`src/rtl/fetch_pkg.sv`:
```
// Shared types and constants for the instruction fetch stage.
// Entries carry a PC slot sized for the widest supported program counter.
package fetch_pkg;

  localparam int INSTR_W  = 32;
  localparam int IMEM_AW  = 6;
  localparam int PC_MAX_W = 64;

  typedef struct packed {
    logic [INSTR_W-1:0]  instr;
    logic [PC_MAX_W-1:0] pc;
  } fetch_entry_t;

  // Occupancy after one cycle of queue activity.
  function automatic int unsigned next_count(input int unsigned cnt, input logic push, input logic pop);
    case ({push, pop})
      2'b10:   return cnt + 32'd1;
      2'b01:   return cnt - 32'd1;
      default: return cnt;
    endcase
  endfunction

endpackage

```
`src/rtl/fetch_queue.sv`:
```
// Small FIFO of fetched {instr, pc} entries with flush; head is presented from
// registered state and reads as zero while the queue is empty.
module fetch_queue
  import fetch_pkg::*;
#(
  parameter int QDEPTH = 2
) (
  input  logic         clk,
  input  logic         rst_n,
  input  logic         i_push,
  input  logic         i_pop,
  input  logic         i_flush,
  input  fetch_entry_t i_data,
  output fetch_entry_t o_head,
  output logic         o_valid,
  output logic         o_full
);

  localparam int PW = (QDEPTH > 1) ? $clog2(QDEPTH) : 1;
  localparam int CW = $clog2(QDEPTH + 1);

  fetch_entry_t      r_mem [QDEPTH];
  logic [QDEPTH-1:0] r_vld;
  logic [PW-1:0]     r_wr_ptr;
  logic [PW-1:0]     r_rd_ptr;
  logic [CW-1:0]     r_count;

  logic w_do_pop;
  logic w_do_push;
  logic w_full;

  assign w_full    = (r_count == CW'(QDEPTH));
  assign w_do_pop  = i_pop & r_vld[r_rd_ptr];
  // A pop on a full queue frees the slot the push writes into.
  assign w_do_push = i_push & (~w_full | w_do_pop);

  // Storage, per-entry valid bits, pointers and occupancy.
  always_ff @(posedge clk or negedge rst_n) begin
    if (!rst_n) begin
      r_wr_ptr <= {PW{1'b0}};
      r_rd_ptr <= {PW{1'b0}};
      r_count  <= {CW{1'b0}};
      r_vld    <= {QDEPTH{1'b0}};
      for (int i = 0; i < QDEPTH; i++) begin
        r_mem[i] <= '0;
      end
    end else if (i_flush) begin
      r_wr_ptr <= {PW{1'b0}};
      r_rd_ptr <= {PW{1'b0}};
      r_count  <= {CW{1'b0}};
      r_vld    <= {QDEPTH{1'b0}};
    end else begin
      if (w_do_pop) begin
        r_vld[r_rd_ptr] <= 1'b0;
        r_rd_ptr        <= r_rd_ptr + PW'(1'b1);
      end
      if (w_do_push) begin
        r_mem[r_wr_ptr] <= i_data;
        r_vld[r_wr_ptr] <= 1'b1;
        r_wr_ptr        <= r_wr_ptr + PW'(1'b1);
      end
      r_count <= CW'(next_count(32'(r_count), w_do_push, w_do_pop));
    end
  end

  // Head presentation, zeroed when no valid entry is at the read pointer.
  always_comb begin
    o_valid = r_vld[r_rd_ptr];
    if (o_valid) begin
      o_head = r_mem[r_rd_ptr];
    end else begin
      o_head = '0;
    end
  end

  assign o_full = w_full;

endmodule

```
`src/rtl/fetch_stage.sv`:
```
// Instruction fetch stage: PC register, redirect handling and a fetch queue.
// Optional performance counters are enabled with the FETCH_PERF_EN macro.
module fetch_stage
  import fetch_pkg::*;
#(
  parameter int N      = 64,
  parameter int QDEPTH = 2
) (
  input  logic               clk,
  input  logic               reset,
  output logic [IMEM_AW-1:0] imem_addr,
  input  logic [INSTR_W-1:0] imem_q,
  input  logic               br_taken,
  input  logic [N-1:0]       br_target,
  output logic               if_valid,
  input  logic               if_ready,
  output logic [INSTR_W-1:0] if_instr,
  output logic [N-1:0]       if_pc
`ifdef FETCH_PERF_EN
  ,
  output logic [31:0]        perf_fetched,
  output logic [31:0]        perf_stall
`endif
);

  localparam logic [N-1:0] PC_STEP    = N'(3'd4);
  localparam logic [N-1:0] ALIGN_MASK = ~(N'(2'd3));

  logic [N-1:0]  r_pc;
  logic [N-1:0]  w_pc_nxt;
  logic          w_q_valid;
  logic          w_q_full;
  logic          w_pop_req;
  logic          w_pop;
  logic          w_push;
  fetch_entry_t  w_entry;
  fetch_entry_t  w_head;

  assign w_pop_req = w_q_valid & if_ready;
  // A redirect discards whatever the consumer accepts in the same cycle.
  assign w_pop     = w_pop_req & ~br_taken;
  assign w_push    = ~br_taken & (~w_q_full | w_pop);

  assign w_entry.instr = imem_q;
  assign w_entry.pc    = PC_MAX_W'(r_pc);

  // Next program counter: redirect, sequential advance, or hold.
  always_comb begin
    w_pc_nxt = r_pc;
    if (br_taken) begin
      w_pc_nxt = br_target & ALIGN_MASK;
    end else if (w_push) begin
      w_pc_nxt = r_pc + PC_STEP;
    end else begin
      w_pc_nxt = r_pc;
    end
  end

  // Program counter register.
  always_ff @(posedge clk or negedge reset) begin
    if (!reset) begin
      r_pc <= {N{1'b0}};
    end else begin
      r_pc <= w_pc_nxt;
    end
  end

  fetch_queue #(
    .QDEPTH (QDEPTH)
  ) u_queue (
    .clk     (clk),
    .rst_n   (reset),
    .i_push  (w_push),
    .i_pop   (w_pop),
    .i_flush (br_taken),
    .i_data  (w_entry),
    .o_head  (w_head),
    .o_valid (w_q_valid),
    .o_full  (w_q_full)
  );

  assign imem_addr = r_pc[IMEM_AW+1:2];
  assign if_valid  = w_q_valid;
  assign if_instr  = w_head.instr;
  assign if_pc     = w_head.pc[N-1:0];

`ifdef FETCH_PERF_EN
  logic [31:0] r_perf_fetched;
  logic [31:0] r_perf_stall;

  // Push and full-stall counters; only reset clears them, redirects do not.
  always_ff @(posedge clk or negedge reset) begin
    if (!reset) begin
      r_perf_fetched <= 32'd0;
      r_perf_stall   <= 32'd0;
    end else begin
      if (w_push) begin
        r_perf_fetched <= r_perf_fetched + 32'd1;
      end
      if (w_q_full && !w_pop_req) begin
        r_perf_stall <= r_perf_stall + 32'd1;
      end
    end
  end

  assign perf_fetched = r_perf_fetched;
  assign perf_stall   = r_perf_stall;
`endif

endmodule

```
`config.mk`:
```
export PLATFORM = sky130hd
export DESIGN_NAME = fetch_stage
export DESIGN_NICKNAME = d
export VERILOG_FILES = /design/src/rtl/fetch_pkg.sv /design/src/rtl/fetch_queue.sv /design/src/rtl/fetch_stage.sv
export SDC_FILE = /design/constraint.sdc
export NUM_CORES = 1
export LEC_CHECK = 0
export BUFFER_PORTS_ARGS = -buffer_cell sky130_fd_sc_hd__buf_2
export CORE_MARGIN = 5
export CORE_UTILIZATION = 38
export DETAILED_ROUTE_END_ITERATION = 6
export HOLD_SLACK_MARGIN = 0.06
export SYNTH_ARGS = -nofsm -noshare
export SYNTH_HDL_FRONTEND = slang
export SYNTH_SLANG_ARGS = --single-unit
```
`constraint.sdc`:
```
create_clock -name clk -period 3.75 [get_ports clk]
set_input_delay 0.9375 -clock clk [delete_from_list [all_inputs] [get_ports clk]]
set_output_delay 0.9375 -clock clk [all_outputs]
set_load 0.01 [all_outputs]
```
# Word level (Yosys, flattened, before mapping)
# Index checks and enable logic that the tools add are counted.
dict set report word_totals {
  out_inout_bits 103
  input_bits 100
  elab_cells 71
  register_bits 262
}
dict set report classes {
  addsub 5
  bitwise 14
  magnitude_cmp 7
  muxes 25
  n_reduce_logical 8
  eq_ne 3
}
# operator count
set ops {}
lappend ops {{$mux 96} 5}
lappend ops {{$bwmux 192} 1}
lappend ops {{$mux 64} 2}
lappend ops {{$demux 96 s1} 1}
lappend ops {{$add 64x3->64 const B} 1}
lappend ops {{$mux 2} 5}
lappend ops {{$mux 1} 8}
lappend ops {{$reduce_bool 2->1} 3}
lappend ops {{$and 1x1->1} 5}
lappend ops {{$eq 2x2->1 const B} 2}
lappend ops {{$ge 2x2->1 const B} 2}
lappend ops {{$lt 1x2->1 const B} 2}
lappend ops {{$not 1->2} 2}
lappend ops {{$pmux 2 s2} 1}
lappend ops {{$logic_and 1x1->1} 3}
lappend ops {{$reduce_bool 3->1} 1}
lappend ops {{$add 1x1->1 const B} 2}
lappend ops {{$add 2x1->2 const B} 1}
lappend ops {{$and 2x2->2} 1}
lappend ops {{$demux 1 s1} 2}
lappend ops {{$eq 2x1->1 const B} 1}
lappend ops {{$ge 1x1->1 const B} 2}
lappend ops {{$lt 2x1->1 const B} 1}
lappend ops {{$not 1->1} 2}
lappend ops {{5 further kinds} 6}

# Depth between registers and ports, before layout
dict set report logic_depth {
  ltp_word 11
  ltp_mapped 9
  ltp_nobuf 6
}

# Hierarchy
# From an unflattened synthesis, not the netlist that was laid out.
dict set report hier_totals {
  hier_cells 1089
  hier_area_um2 12623.4
}
# module cells_per_inst seq_area_each_um2 instances area_per_inst_um2
set by_module_without_submodules {}
lappend by_module_without_submodules {fetch_queue 657 4954.8 1 8841.0}
lappend by_module_without_submodules {fetch_stage 432 1551.5 1 3782.4}

# Worst setup path after synthesis
# Ideal clock, no wire load.
dict set report synth_timing {
  path_kind {input to register}
  startpoint {in br_taken}
  endpoint {reg u_queue.r_mem[140] in the netlist's numbering}
  path_slack_ps 871
  cell_stages 7
  setup_ps 125
  t_required_ps 3625
  t_arrival_ps 2755
  cell_sequence {nand2b_1 > o21a_1 > buf_2 > nor3_1 > clkbuf_1 > clkbuf_1 > mux2_2}
}
dict set report synth_between {
  elab_chain_cells 6
}
# element line
set synth_lines {}
lappend synth_lines {{start, declared} fetch_stage.sv:13} ;# input logic br_taken,
lappend synth_lines {{$not 1->1 (no line) *} --}
lappend synth_lines {{$and 1x1->1} fetch_stage.sv:41} ;# assign w_pop = w_pop_req & ~br_taken;
lappend synth_lines {{$or 1x1->1 or $and 1x1->1 (tied branches)} {fetch_stage.sv:42, fetch_queue.sv:33}}
lappend synth_lines {{$and 1x1->1 or $or 1x1->1 (tied branches)} {fetch_stage.sv:42, fetch_queue.sv:35}}
lappend synth_lines {{$and 1x1->1} fetch_queue.sv:35} ;# assign w_do_push = i_push & (~w_full | w_do_pop);
lappend synth_lines {{$reduce_and 2->1 (no line) *} --}
lappend synth_lines {{end signal, assigned by index} fetch_queue.sv:58} ;# r_mem[r_wr_ptr] <= i_data;
lappend synth_lines {{end, declared} fetch_queue.sv:22} ;# fetch_entry_t r_mem [QDEPTH];
# Every way passes the cells marked *; elsewhere a longest branch is shown, timed or not.
# A chain may end at the register's enable or synchronous reset.

# Final worst setup path
dict set report layout_timing {
  startpoint {reg u_queue.r_rd_ptr}
  endpoint {out if_pc[45]}
}
dict set report layout_between {
  elab_chain_cells 5
}
# element line
set layout_lines {}
lappend layout_lines {{start, declared} fetch_queue.sv:25} ;# logic [PW-1:0] r_rd_ptr;
lappend layout_lines {{start signal, assigned} fetch_queue.sv:41} ;# r_rd_ptr <= {PW{1'b0}};
lappend layout_lines {{start signal, assigned} fetch_queue.sv:49} ;# r_rd_ptr <= {PW{1'b0}};
lappend layout_lines {{start signal, assigned} fetch_queue.sv:55} ;# r_rd_ptr <= r_rd_ptr + PW'(1'b1);
lappend layout_lines {{$not 1->2 (implied by the code)} fetch_queue.sv:70} ;# o_head = r_mem[r_rd_ptr];
lappend layout_lines {{$mux 96 (implied by the code) (3 in series)} fetch_queue.sv:70}
lappend layout_lines {{$mux 96 *} fetch_queue.sv:69} ;# if (o_valid) begin
lappend layout_lines {{end, declared} fetch_stage.sv:18} ;# output logic [N-1:0] if_pc
# Every way passes the cells marked *; elsewhere a longest branch is shown, timed or not. The select of a mux whose other input is x is not followed.

==> summary.txt <==
Status
  • Status: finished, final reports clean

STA
  • Worst setup margin: 529 ps
  • Final setup viols: 0
  • Max Clock Freq: between 300 and 400 MHz
  • Min Tclk post-route: ~3200 ps
  • Period Utilization, post-route: 0.859
  • Max_slew headroom: 0.429
  • RSZ-0062 raised after global routing: no
  • Hold Vio Cnt, Final: 0
  • Worst Clk Skew: 14.6 ps
  • Slew @ Worst Pin: about 850 ps
  • Fin Setup TNS: 0 ps
  • Final Max Tran Viols: 0

Die
  • Core area: 0.0325 mm2
  • Die Y-Extent: about 190 um
  • Top Ports: about 200
  • Initial Util: 0.385
  • Die outline width: between 150 and 200 um
  • Site row count: 66
  • DIE AREA: 0.0366 mm2

Worst setup path
  • Worst setup SP type: flop
  • Worst Path Arrival: between 2000 and 2500 ps
  • Crit. End Element: output port
  • Critical path class: reg2out
  • Crit Path Max Fanout: 98
  • Crit-path max cell delay: ~570 ps
  • CP cell instances: buf_12 > mux2i_1 > nor2_1 > buf_2
  • Slowest-stage cell, CP: buf_12
  • CP required: about 2800 ps

Synth
  • Top cells by area, synth: dfrtp_1, mux2_2, mux2i_1
  • Share of the yosys chip area belonging to registers: 0.513
  • Yosys cell types: 48
  • #FFs+latches synth: 256
  • Post-synth EDFFs: 0
  • Post-synth ARST share: 1.00
  • Most used DFF post-synth: dfrtp_1
  • Cell Area, Synth: around 0.012 mm2
  • Mean post-synth cell area: 11.3 um2
  • Cell taking the most area after synthesis: dfrtp_1
  • Yosys top cell area share: 0.513
  • Post-Syn Instances: about 1,100
  • Yosys warning total: 0

Clock network
  • Postcts setup bufs: 0
  • Cells resized by post-CTS repair: 0
  • Clk buf depth: 3
  • CTS tree: built
  • CTS Root Cell: clkbuf_16
  • Skew-Pair Late Insertion Delay: around 540 ps
  • CTS hold repair buffers: 0
  • CTS Buf Count: 29
  • Reg clk slew, reported paths: approximately 60 ps
  • CTS sink count: between 200 and 300
  • # H-tree levels: 1

Power and ir drop
  • PwrDens: around 740 mW/mm2
  • Internal power: 7.47 mW
  • Sequential Power Share: 0.408
  • Clk pwr share: 0.253
  • Max IR drop VDD: about 0.00038 V
  • Comb pwr share: 0.340
  • Switch Pwr: around 3.6 mW
  • Total power: 11.1 mW
  • P_leak: around 6.3 nW
  • Sw frac: 0.324

Global route
  • Initial antenna violation count: 1
  • First-pass GRT wire length: ~51,000 um
  • GRT overflow: 0
  • GR Util All Layers: 0.173
  • Vias in the first global route: 9,280
  • Pin count of the biggest net entering global routing: 99

Drt
  • DRT antenna net count: 0
  • WL final: ~32,000 um
  • Via density: 5.28
  • Drt wl/cell: 18.5 um
  • Residual DRC count: 0
  • Iter 0 DRT Violations: 364
  • Drt pass-1 iters: 4
  • DR vias: about 9,200

Hold path
  • HP Class: in2async

Final layout
  • Ant diodes: 0
  • Layout cells sized above 1: 0.365
  • Final Instance Area: 0.0149 mm2
  • Final #Nets: between 1,000 and 1,500
  • Leading cell types in the layout, fill and taps excluded: dfrtp_1, buf_2, mux2_2
  • Finished Core Util: 0.459
  • Layout area overhead: 19.4%
  • Leading cell type in the layout, fill and taps excluded: dfrtp_1

Placement
  • Post-place setup slack: between 600 and 700 ps
  • GPL Wtd Cong: a little under 0.8
  • Number of port buffers: 198
  • Placement Cell Area: about 0.014 mm2
  • Detailed Place HPWL: about 21,000 um

Flow run
  • Max-cap viol count: 0
-- kinds of logic (layout without fill, tap and decap cells) --
family,count (synthesis),count (layout),synth area share
simple gates,334,334,0.131
mux,287,287,0.249
flops,256,256,0.513
compound gates,95,95,0.0462
buf+inv,93,281,0.0330
xor+xnor,35,35,0.0246
fa+ha+maj,2,2,0.00200
other cells,1,2,0.000300
-- registers in the layout, indices dropped and copies added (netlist names) --
register / count
u_queue.r_mem: 188
u_queue.r_rd_ptr: 1
r_pc: 62
u_queue.r_vld: 2
u_queue.r_count: 2
u_queue.r_wr_ptr: 1
-- stage by stage --
step                hold slack, ps  instances
global route                   462       1734
detailed placement             493       1685
finish                         424       1734
floorplan                      467       1104
CTS                            432       1734
global placement               486       1685
-- Yosys cell counts, drive strengths merged, types with 2 or more instances --
library cell / number
a31oi: 27
a31o: 3
o31ai: 14
or4b: 2
o41ai: 2
mux2: 190
nor4b: 5
nor2: 134
nand2: 62
inv: 11
o21ai: 42
and3: 4
dfrtp: 256
nand3: 22
mux2i: 97
nor3: 11
nand2b: 3
xor2: 8
xnor2: 27
nand4: 23
ha: 2
or4: 16
or3: 15
or2: 4
nor4: 21
a21oi: 3
clkbuf: 50
and4: 6
buf: 32
-- worst max-delay path: cells and delay by family, from the launching register on --
kind / cells / cell delay (ps)
and+or+nand+nor: 1 / 210
DFF: 1 / 440
muxes: 1 / 210
buffers and inverters: 2 / 750
-- layer usage --
metal / part of all wire / vias to the layer above / global-route usage
li1: - / 4291 / -
met2: 0.47 / 250 / 0.284
met3: 0.070 / 42 / 0.0371
met4: 0.012 / 2 / 0.0282
met5: 0.00040 / - / 0
met1: 0.45 / 4569 / 0.241
-- final timing paths --
| kind | slack (ps) | from | cells after the start | end |
|---|---|---|---|---|
| setup / recovery | 530 | u_queue.r_rd_ptr | 4 | if_pc[45] |
| hold / removal | 420 | reset | 1 | u_queue.r_mem[10] |
| max in group asynchronous | 2530 | reset | 2 | r_pc[59] |
| hold reg to reg | 500 | u_queue.r_mem[25] | 1 | u_queue.r_mem[25] |
| min in group clk | 500 | u_queue.r_mem[25] | 1 | u_queue.r_mem[25] |
| setup reg to reg | 790 | r_pc[19] | 5 | r_pc[58] |
-- final cells by class --
| type | instances | area, um2 |
|---|---|---|
| timing repair buffer | 221 | 1270 |
| inverter | 11 | 41.3 |
| tap | 442 | 553 |
| multi-input combinational | 755 | 5690 |
| clock buffer | 42 | 845 |
| fill | 3078 | 17500 |
| clock inverter | 7 | 91.3 |
| sequential | 256 | 6410 |
-- power by group through the flow --
stage	registers, mW	logic (mW)	clock network (mW)
after CTS	4.51	3.84	2.88
after floorplan	4.34	2.70	0
after global placement	4.49	3.76	0
after global routing	4.65	4.15	2.98
final	4.51	3.75	2.79
after detailed placement	4.55	3.83	0
Note: power is estimated with default switching activity, not from simulation.
